**src/rtl/fetch_stage.sv**
```systemverilog
// IF stage: owns the PC, runs the imem request/ack handshake and holds the F->D latch.
// Define FETCH_PERF_CNT_EN to add the perf_fetched_o / perf_bubbles_o counters.
module fetch_stage #(
  parameter int              XLEN      = 32,
  parameter logic [XLEN-1:0] RESET_PC  = '0,
  parameter logic [XLEN-1:0] NOP_INSTR = XLEN'(32'h0000_0013)
) (
  input  logic            clk_i,
  input  logic            rst_i,
  input  logic            latch_en_f_i,
  input  logic            pc_redirect_i,
  input  logic [XLEN-1:0] pc_target_i,
  output logic            imem_req_o,
  output logic [XLEN-1:0] imem_addr_o,
  input  logic            imem_ack_i,
  input  logic [XLEN-1:0] imem_rdata_i,
  output logic [XLEN-1:0] instr_d_o,
  output logic [XLEN-1:0] pc_d_o,
  output logic            valid_d_o,
  output logic            fetch_busy_o
`ifdef FETCH_PERF_CNT_EN
  ,
  output logic [31:0]     perf_fetched_o,
  output logic [31:0]     perf_bubbles_o
`endif
);

  typedef enum logic [1:0] {FETCH, HOLD, DROP} fetchState_e;

  fetchState_e     state_q, state_d;
  logic [XLEN-1:0] pcF_q, pcF_d;
  logic [XLEN-1:0] dropAddr_q, dropAddr_d;
  logic [XLEN-1:0] holdInstr_q, holdInstr_d;
  logic [XLEN-1:0] holdPc_q, holdPc_d;
  logic [XLEN-1:0] instrD_q, instrD_d;
  logic [XLEN-1:0] pcD_q, pcD_d;
  logic            validD_q, validD_d;
  logic            loadValid, loadBubble;
  logic [XLEN-1:0] targetAligned;
  logic [XLEN-1:0] pcPlus4;
  logic [1:0]      unusedTargetBits;

  assign targetAligned    = {pc_target_i[XLEN-1:2], 2'b00};
  assign unusedTargetBits = pc_target_i[1:0];
  assign pcPlus4          = pcF_q + XLEN'(4);

  // DROP keeps presenting the abandoned address until memory finally acks it.
  assign imem_req_o   = (state_q != HOLD);
  assign imem_addr_o  = (state_q == DROP) ? dropAddr_q : pcF_q;
  assign fetch_busy_o = imem_req_o && !imem_ack_i;

  assign instr_d_o = instrD_q;
  assign pc_d_o    = pcD_q;
  assign valid_d_o = validD_q;

  always_comb begin
    state_d     = state_q;
    pcF_d       = pcF_q;
    dropAddr_d  = dropAddr_q;
    holdInstr_d = holdInstr_q;
    holdPc_d    = holdPc_q;
    instrD_d    = instrD_q;
    pcD_d       = pcD_q;
    validD_d    = validD_q;
    loadValid   = 1'b0;
    loadBubble  = 1'b0;

    if (pc_redirect_i) begin
      // Redirect wins over stalls; an unacked request must still be drained.
      pcF_d      = targetAligned;
      loadBubble = 1'b1;
      pcD_d      = pcF_q;
      unique case (state_q)
        FETCH: begin
          state_d    = imem_ack_i ? FETCH : DROP;
          dropAddr_d = pcF_q;
        end
        HOLD:    state_d = FETCH;
        default: state_d = DROP;
      endcase
    end else begin
      unique case (state_q)
        FETCH: begin
          if (imem_ack_i) begin
            if (latch_en_f_i) begin
              loadValid = 1'b1;
              instrD_d  = imem_rdata_i;
              pcD_d     = pcF_q;
              pcF_d     = pcPlus4;
            end else begin
              holdInstr_d = imem_rdata_i;
              holdPc_d    = pcF_q;
              state_d     = HOLD;
            end
          end else if (latch_en_f_i) begin
            loadBubble = 1'b1;
            pcD_d      = pcF_q;
          end
        end
        HOLD: begin
          if (latch_en_f_i) begin
            loadValid = 1'b1;
            instrD_d  = holdInstr_q;
            pcD_d     = holdPc_q;
            pcF_d     = pcPlus4;
            state_d   = FETCH;
          end
        end
        default: begin
          if (latch_en_f_i) begin
            loadBubble = 1'b1;
            pcD_d      = pcF_q;
          end
          if (imem_ack_i) begin
            state_d = FETCH;
          end
        end
      endcase
    end

    if (loadBubble) begin
      instrD_d = NOP_INSTR;
      validD_d = 1'b0;
    end else if (loadValid) begin
      validD_d = 1'b1;
    end
  end

  always_ff @(posedge clk_i) begin
    if (rst_i) begin
      state_q     <= FETCH;
      pcF_q       <= RESET_PC;
      dropAddr_q  <= '0;
      holdInstr_q <= '0;
      holdPc_q    <= '0;
      instrD_q    <= NOP_INSTR;
      pcD_q       <= '0;
      validD_q    <= 1'b0;
    end else begin
      state_q     <= state_d;
      pcF_q       <= pcF_d;
      dropAddr_q  <= dropAddr_d;
      holdInstr_q <= holdInstr_d;
      holdPc_q    <= holdPc_d;
      instrD_q    <= instrD_d;
      pcD_q       <= pcD_d;
      validD_q    <= validD_d;
    end
  end

`ifdef FETCH_PERF_CNT_EN
  logic [31:0] perfFetched_q, perfBubbles_q;

  always_ff @(posedge clk_i) begin
    if (rst_i) begin
      perfFetched_q <= '0;
      perfBubbles_q <= '0;
    end else begin
      if (loadValid)  perfFetched_q <= perfFetched_q + 32'd1;
      if (loadBubble) perfBubbles_q <= perfBubbles_q + 32'd1;
    end
  end

  assign perf_fetched_o = perfFetched_q;
  assign perf_bubbles_o = perfBubbles_q;
`else
  logic unusedLoadFlags;
  assign unusedLoadFlags = loadValid ^ loadBubble;
`endif

endmodule

```
**config.mk**
```make
export PLATFORM = sky130hd
export DESIGN_NAME = fetch_stage
export DESIGN_NICKNAME = d
export VERILOG_FILES = /design/src/rtl/fetch_stage.sv
export SDC_FILE = /design/constraint.sdc
export NUM_CORES = 1
export LEC_CHECK = 0
export BUFFER_PORTS_ARGS = -buffer_cell sky130_fd_sc_hd__buf_2
export CAP_MARGIN = 40
export CORE_ASPECT_RATIO = 0.75
export CORE_MARGIN = 10
export CORE_UTILIZATION = 38
export CTS_CLUSTER_SIZE = 8
export DETAILED_ROUTE_END_ITERATION = 8
export PLACE_DENSITY = 0.58
export SYNTH_ARGS = -nofsm -noshare
export SYNTH_HDL_FRONTEND = slang
export SYNTH_SLANG_ARGS = --single-unit
export TNS_END_PERCENT = 50
```
**constraint.sdc**
```tcl
create_clock -name clk_i -period 3.3 [get_ports clk_i]
set_clock_uncertainty 0.1 [all_clocks]
set_input_delay 0.66 -clock clk_i [delete_from_list [all_inputs] [get_ports clk_i]]
set_output_delay 0.66 -clock clk_i [all_outputs]
set_load 0.02 [all_outputs]
```
==> flow_metrics.env <==
export IMPL_outcome="finished, final reports clean"
export IMPL_cts_tree="yes"
export IMPL_fin_nets=1213
export IMPL_powerDensity_nw_per_um2=518
export IMPL_irDropWorstVdd_uv=370
export IMPL_dp_hpwl_mm=18.2
export IMPL_cp_data_arrival_time_ns=1.97
export IMPL_fin_tns_setup_ns=0
export IMPL_rows=47
export IMPL_drv_slew=0
export IMPL_slew_headroom_pct=45.7
export IMPL_final_cell_mix="nand2_1 (228), dfxtp_1 (187), buf_2 (160)"
export IMPL_worstSetupStartpointType="flop"
export IMPL_cp_slowest_cell="dfxtp_1"
export IMPL_syn_to_final_growth_pct=16.8
export IMPL_cts_buffer_depth=2
export IMPL_worstSetupEndpointType="primary output"
export IMPL_core_area_um2=22200
export IMPL_grt_use_total_pct=17.6
export IMPL_yosys_warnings=0
export IMPL_clk_latency_ns=0.43
export IMPL_synth_area_leaders="dfxtp_1 (43%), nand2_1 (10%), a21oi_1 (5.5%)"
export IMPL_cts_setup_buffers=0
export IMPL_reg2reg_from="pcF_q[5]$_SDFFE_PP0P_"
export IMPL_root_buffer="clkbuf_16"
export IMPL_p_switching_w=0.00159
export IMPL_synth_adder_area_share_pct=0.145
export IMPL_wire_per_inst_um=18.6
export IMPL_clk_pin_slew_ns=0.07
export IMPL_synth_mux_area_share_pct=7.75
export IMPL_grt_pass1_wl_mm=41.4
export IMPL_drc_errors=0
export IMPL_synth_xor_area_share_pct=0.609
export IMPL_gp_routability_congestion=0.837
export IMPL_path_buf_inv=2
export IMPL_tightest_slew_ns=0.814
export IMPL_pwr_share_clk_pct=40.4
export IMPL_maxCapViolCount=0
export IMPL_p_sw_share_pct=30.4
export IMPL_final_common_cell="nand2_1"
export IMPL_synth_edf_count=0
export IMPL_yosysTopAreaCell="dfxtp_1"
export IMPL_critPathMaxStageDelay_ns=0.51
export IMPL_synth_compound_area_share_pct=18.7
export IMPL_placed_cells=1418
export IMPL_die_h_um=150
export IMPL_netlist_area_um2=8620
export IMPL_io_pins=168
export IMPL_die_area_um2=29200
export IMPL_syn_inst=1046
export IMPL_rsz0062_at_grt="false"
export IMPL_path_class="reg2out"
export IMPL_ys_seq_elements=187
export IMPL_crit_chain="nand2b_1 -> buf_4 -> mux2_2 -> buf_2"
export IMPL_leakagePower_nw=3.99
export IMPL_hold_violations=0
export IMPL_yosysSeqAreaShare_pct=43.4
export IMPL_cts_buffers=17
export IMPL_synth_top_flop_cell="dfxtp_1"
export IMPL_fin_crit_ns=2.73
export IMPL_critPathTopFamily="flip-flops"
export IMPL_async_reset_ff_share_pct=0
export IMPL_synth_area_per_cell_um2=8.24
export IMPL_power_frac_comb_pct=12.4
export IMPL_vias_per_cell=5.37
export IMPL_synth_simple_gate_area_share_pct=22.2
export IMPL_pwr_share_seq_pct=47.2
export IMPL_num_vias=7796
export IMPL_min_from="holdInstr_q[2]$_SDFFE_PP0P_"
export IMPL_drtAntennaViolNets=0
export IMPL_min_path_type="reg2reg"
export IMPL_grt_max_degree=75
export IMPL_period_share_pct=82.8
export IMPL_initial_core_util_pct=38.9
export IMPL_htree_levels=4
export IMPL_fin_cells=1452
export IMPL_drtIter0Drc=766
export IMPL_ys_types=59
export IMPL_synth_top_area_share_pct=43.4
export IMPL_synth_top_family_by_area="simple AND/OR/NAND/NOR gates"
export IMPL_drt_wl_total_mm=27.0
export IMPL_drive_gt1_share_pct=23.3
export IMPL_cts_resized=0
export IMPL_postLayoutCoreUtil_pct=45.4
export IMPL_drtPass1Iterations=5
export IMPL_cts_num_sinks=187
export IMPL_die_x_um=194
export IMPL_port_buffers=161
export IMPL_setup_violations_final=0
export IMPL_antenna_found_initial=3
export IMPL_gr_total_overflow=0
export IMPL_worstPathMaxFanout=20
export IMPL_crit_start="state_q[0]$_SDFFE_PP0P_"
export IMPL_first_global_vias=7022
export IMPL_holdBufCountCts=0
export IMPL_required_ns=2.54
export IMPL_cellInternalPower_w=0.00363
export IMPL_timing_fmax_ghz=0.366
==> final cells by class <==
cell class	count	area [µm²]
tap	294	368
clock buffer	17	425
inverter	6	22.5
antenna	2	5.00
multi-input combinational	746	4290
fill	2203	12100
clock inverter	15	181
sequential	187	3740
timing repair buffer	185	1030
==> cells by family after synthesis <==
logic type / after synthesis
XOR/XNOR: 6
AND/OR/NAND/NOR: 428
multiplexers: 63
flip-flops: 187
adder cells (fa/ha/maj): 1
other: 1
buffers and inverters: 116
AO/OA/AOI/OAI: 244
==> routing by layer <==
metal	global-route usage (%)	wire, µm	share of wire [%]	vias up
li1	-	-	-	3897
met5	0	13	0.048	-
met2	25.7	11600	43	222
met3	4.69	1680	6.2	15
met4	3.30	195	0.72	2
met1	25.4	13500	50	3660
==> sequential cells by signal (all words and copies together) (netlist names) <==
name / flops
holdPc_q: 30
holdInstr_q: 32
state_q: 2
dropAddr_q: 30
pc_d_o: 30
valid_d_o: 1
pcF_q: 30
instr_d_o: 32
==> cell usage after synthesis, types with 2 or more instances <==
library cell  count
a311o_1           2
xor2_1            2
buf_4            11
buf_6             6
nand3_1          17
buf_2             8
a311oi_1         41
o21ai_0          34
nor2b_1           4
and4_1            2
clkbuf_8          7
a2111oi_0         3
a21oi_1          94
o31a_1            3
o311ai_0          3
o221a_2           2
dfxtp_1         187
nor4_1           14
or4_2             2
o31ai_1           7
a211o_1           5
nor3_1           13
nor2_1           86
a32oi_1           5
and3_1            6
clkbuf_1         73
nand4_1          17
or2_2             5
nand2b_1          5
xnor2_1           4
or4_1             5
mux2i_1          33
nor4bb_1          2
o211ai_1          4
buf_1             3
and2_1            4
mux2_2           30
inv_1             6
or3_1             7
a211oi_1         36
nand2_1         229
o41ai_1           2
==> path summary, 6_finish.rpt <==
path | end | slack [ns] | cells past startpoint
max | imem_addr_o[7] | 0.57 | 4
min | holdInstr_q[2]$_SDFFE_PP0P_ | 0.35 | 2
min reg2reg | holdInstr_q[2]$_SDFFE_PP0P_ | 0.35 | 2
max reg2reg | pcF_q[30]$_SDFFE_PP0P_ | 0.88 | 4
==> metrics by stage <==
stage | setup WS (ns) | total power (W) | instance area, µm² | hold slack [ns]
after detailed placement | 0.658 | 0.00316 | 9460 | 0.344
after CTS | 0.549 | 0.00527 | 10100 | 0.345
after global routing | 0.460 | 0.00543 | 10100 | 0.355
after global placement | 0.677 | 0.00315 | 9430 | 0.339
after floorplan | 1.15 | 0.00293 | 8630 | 0.334
final | 0.566 | 0.00522 | 10100 | 0.354
==> power by group through the flow <==
| stage | Clock (W) | Sequential [W] | Combinational (W) |
|---|---|---|---|
| floorplan | 0 | 0.00249 | 0.000439 |
| global placement | 0 | 0.00251 | 0.000639 |
| detailed placement | 0 | 0.00251 | 0.000650 |
| CTS | 0.00216 | 0.00246 | 0.000652 |
| global route | 0.00224 | 0.00248 | 0.000709 |
| finish | 0.00210 | 0.00246 | 0.000647 |
==> worst register-to-register path, cell delays in order (launching register included) <==
cell and delay, ns:
dfxtp_1 0.63, nand4_1 0.41, or4_2 0.66, o311ai_0 0.37
nand3_1 0.12
Power figures use the tool's default switching activity.
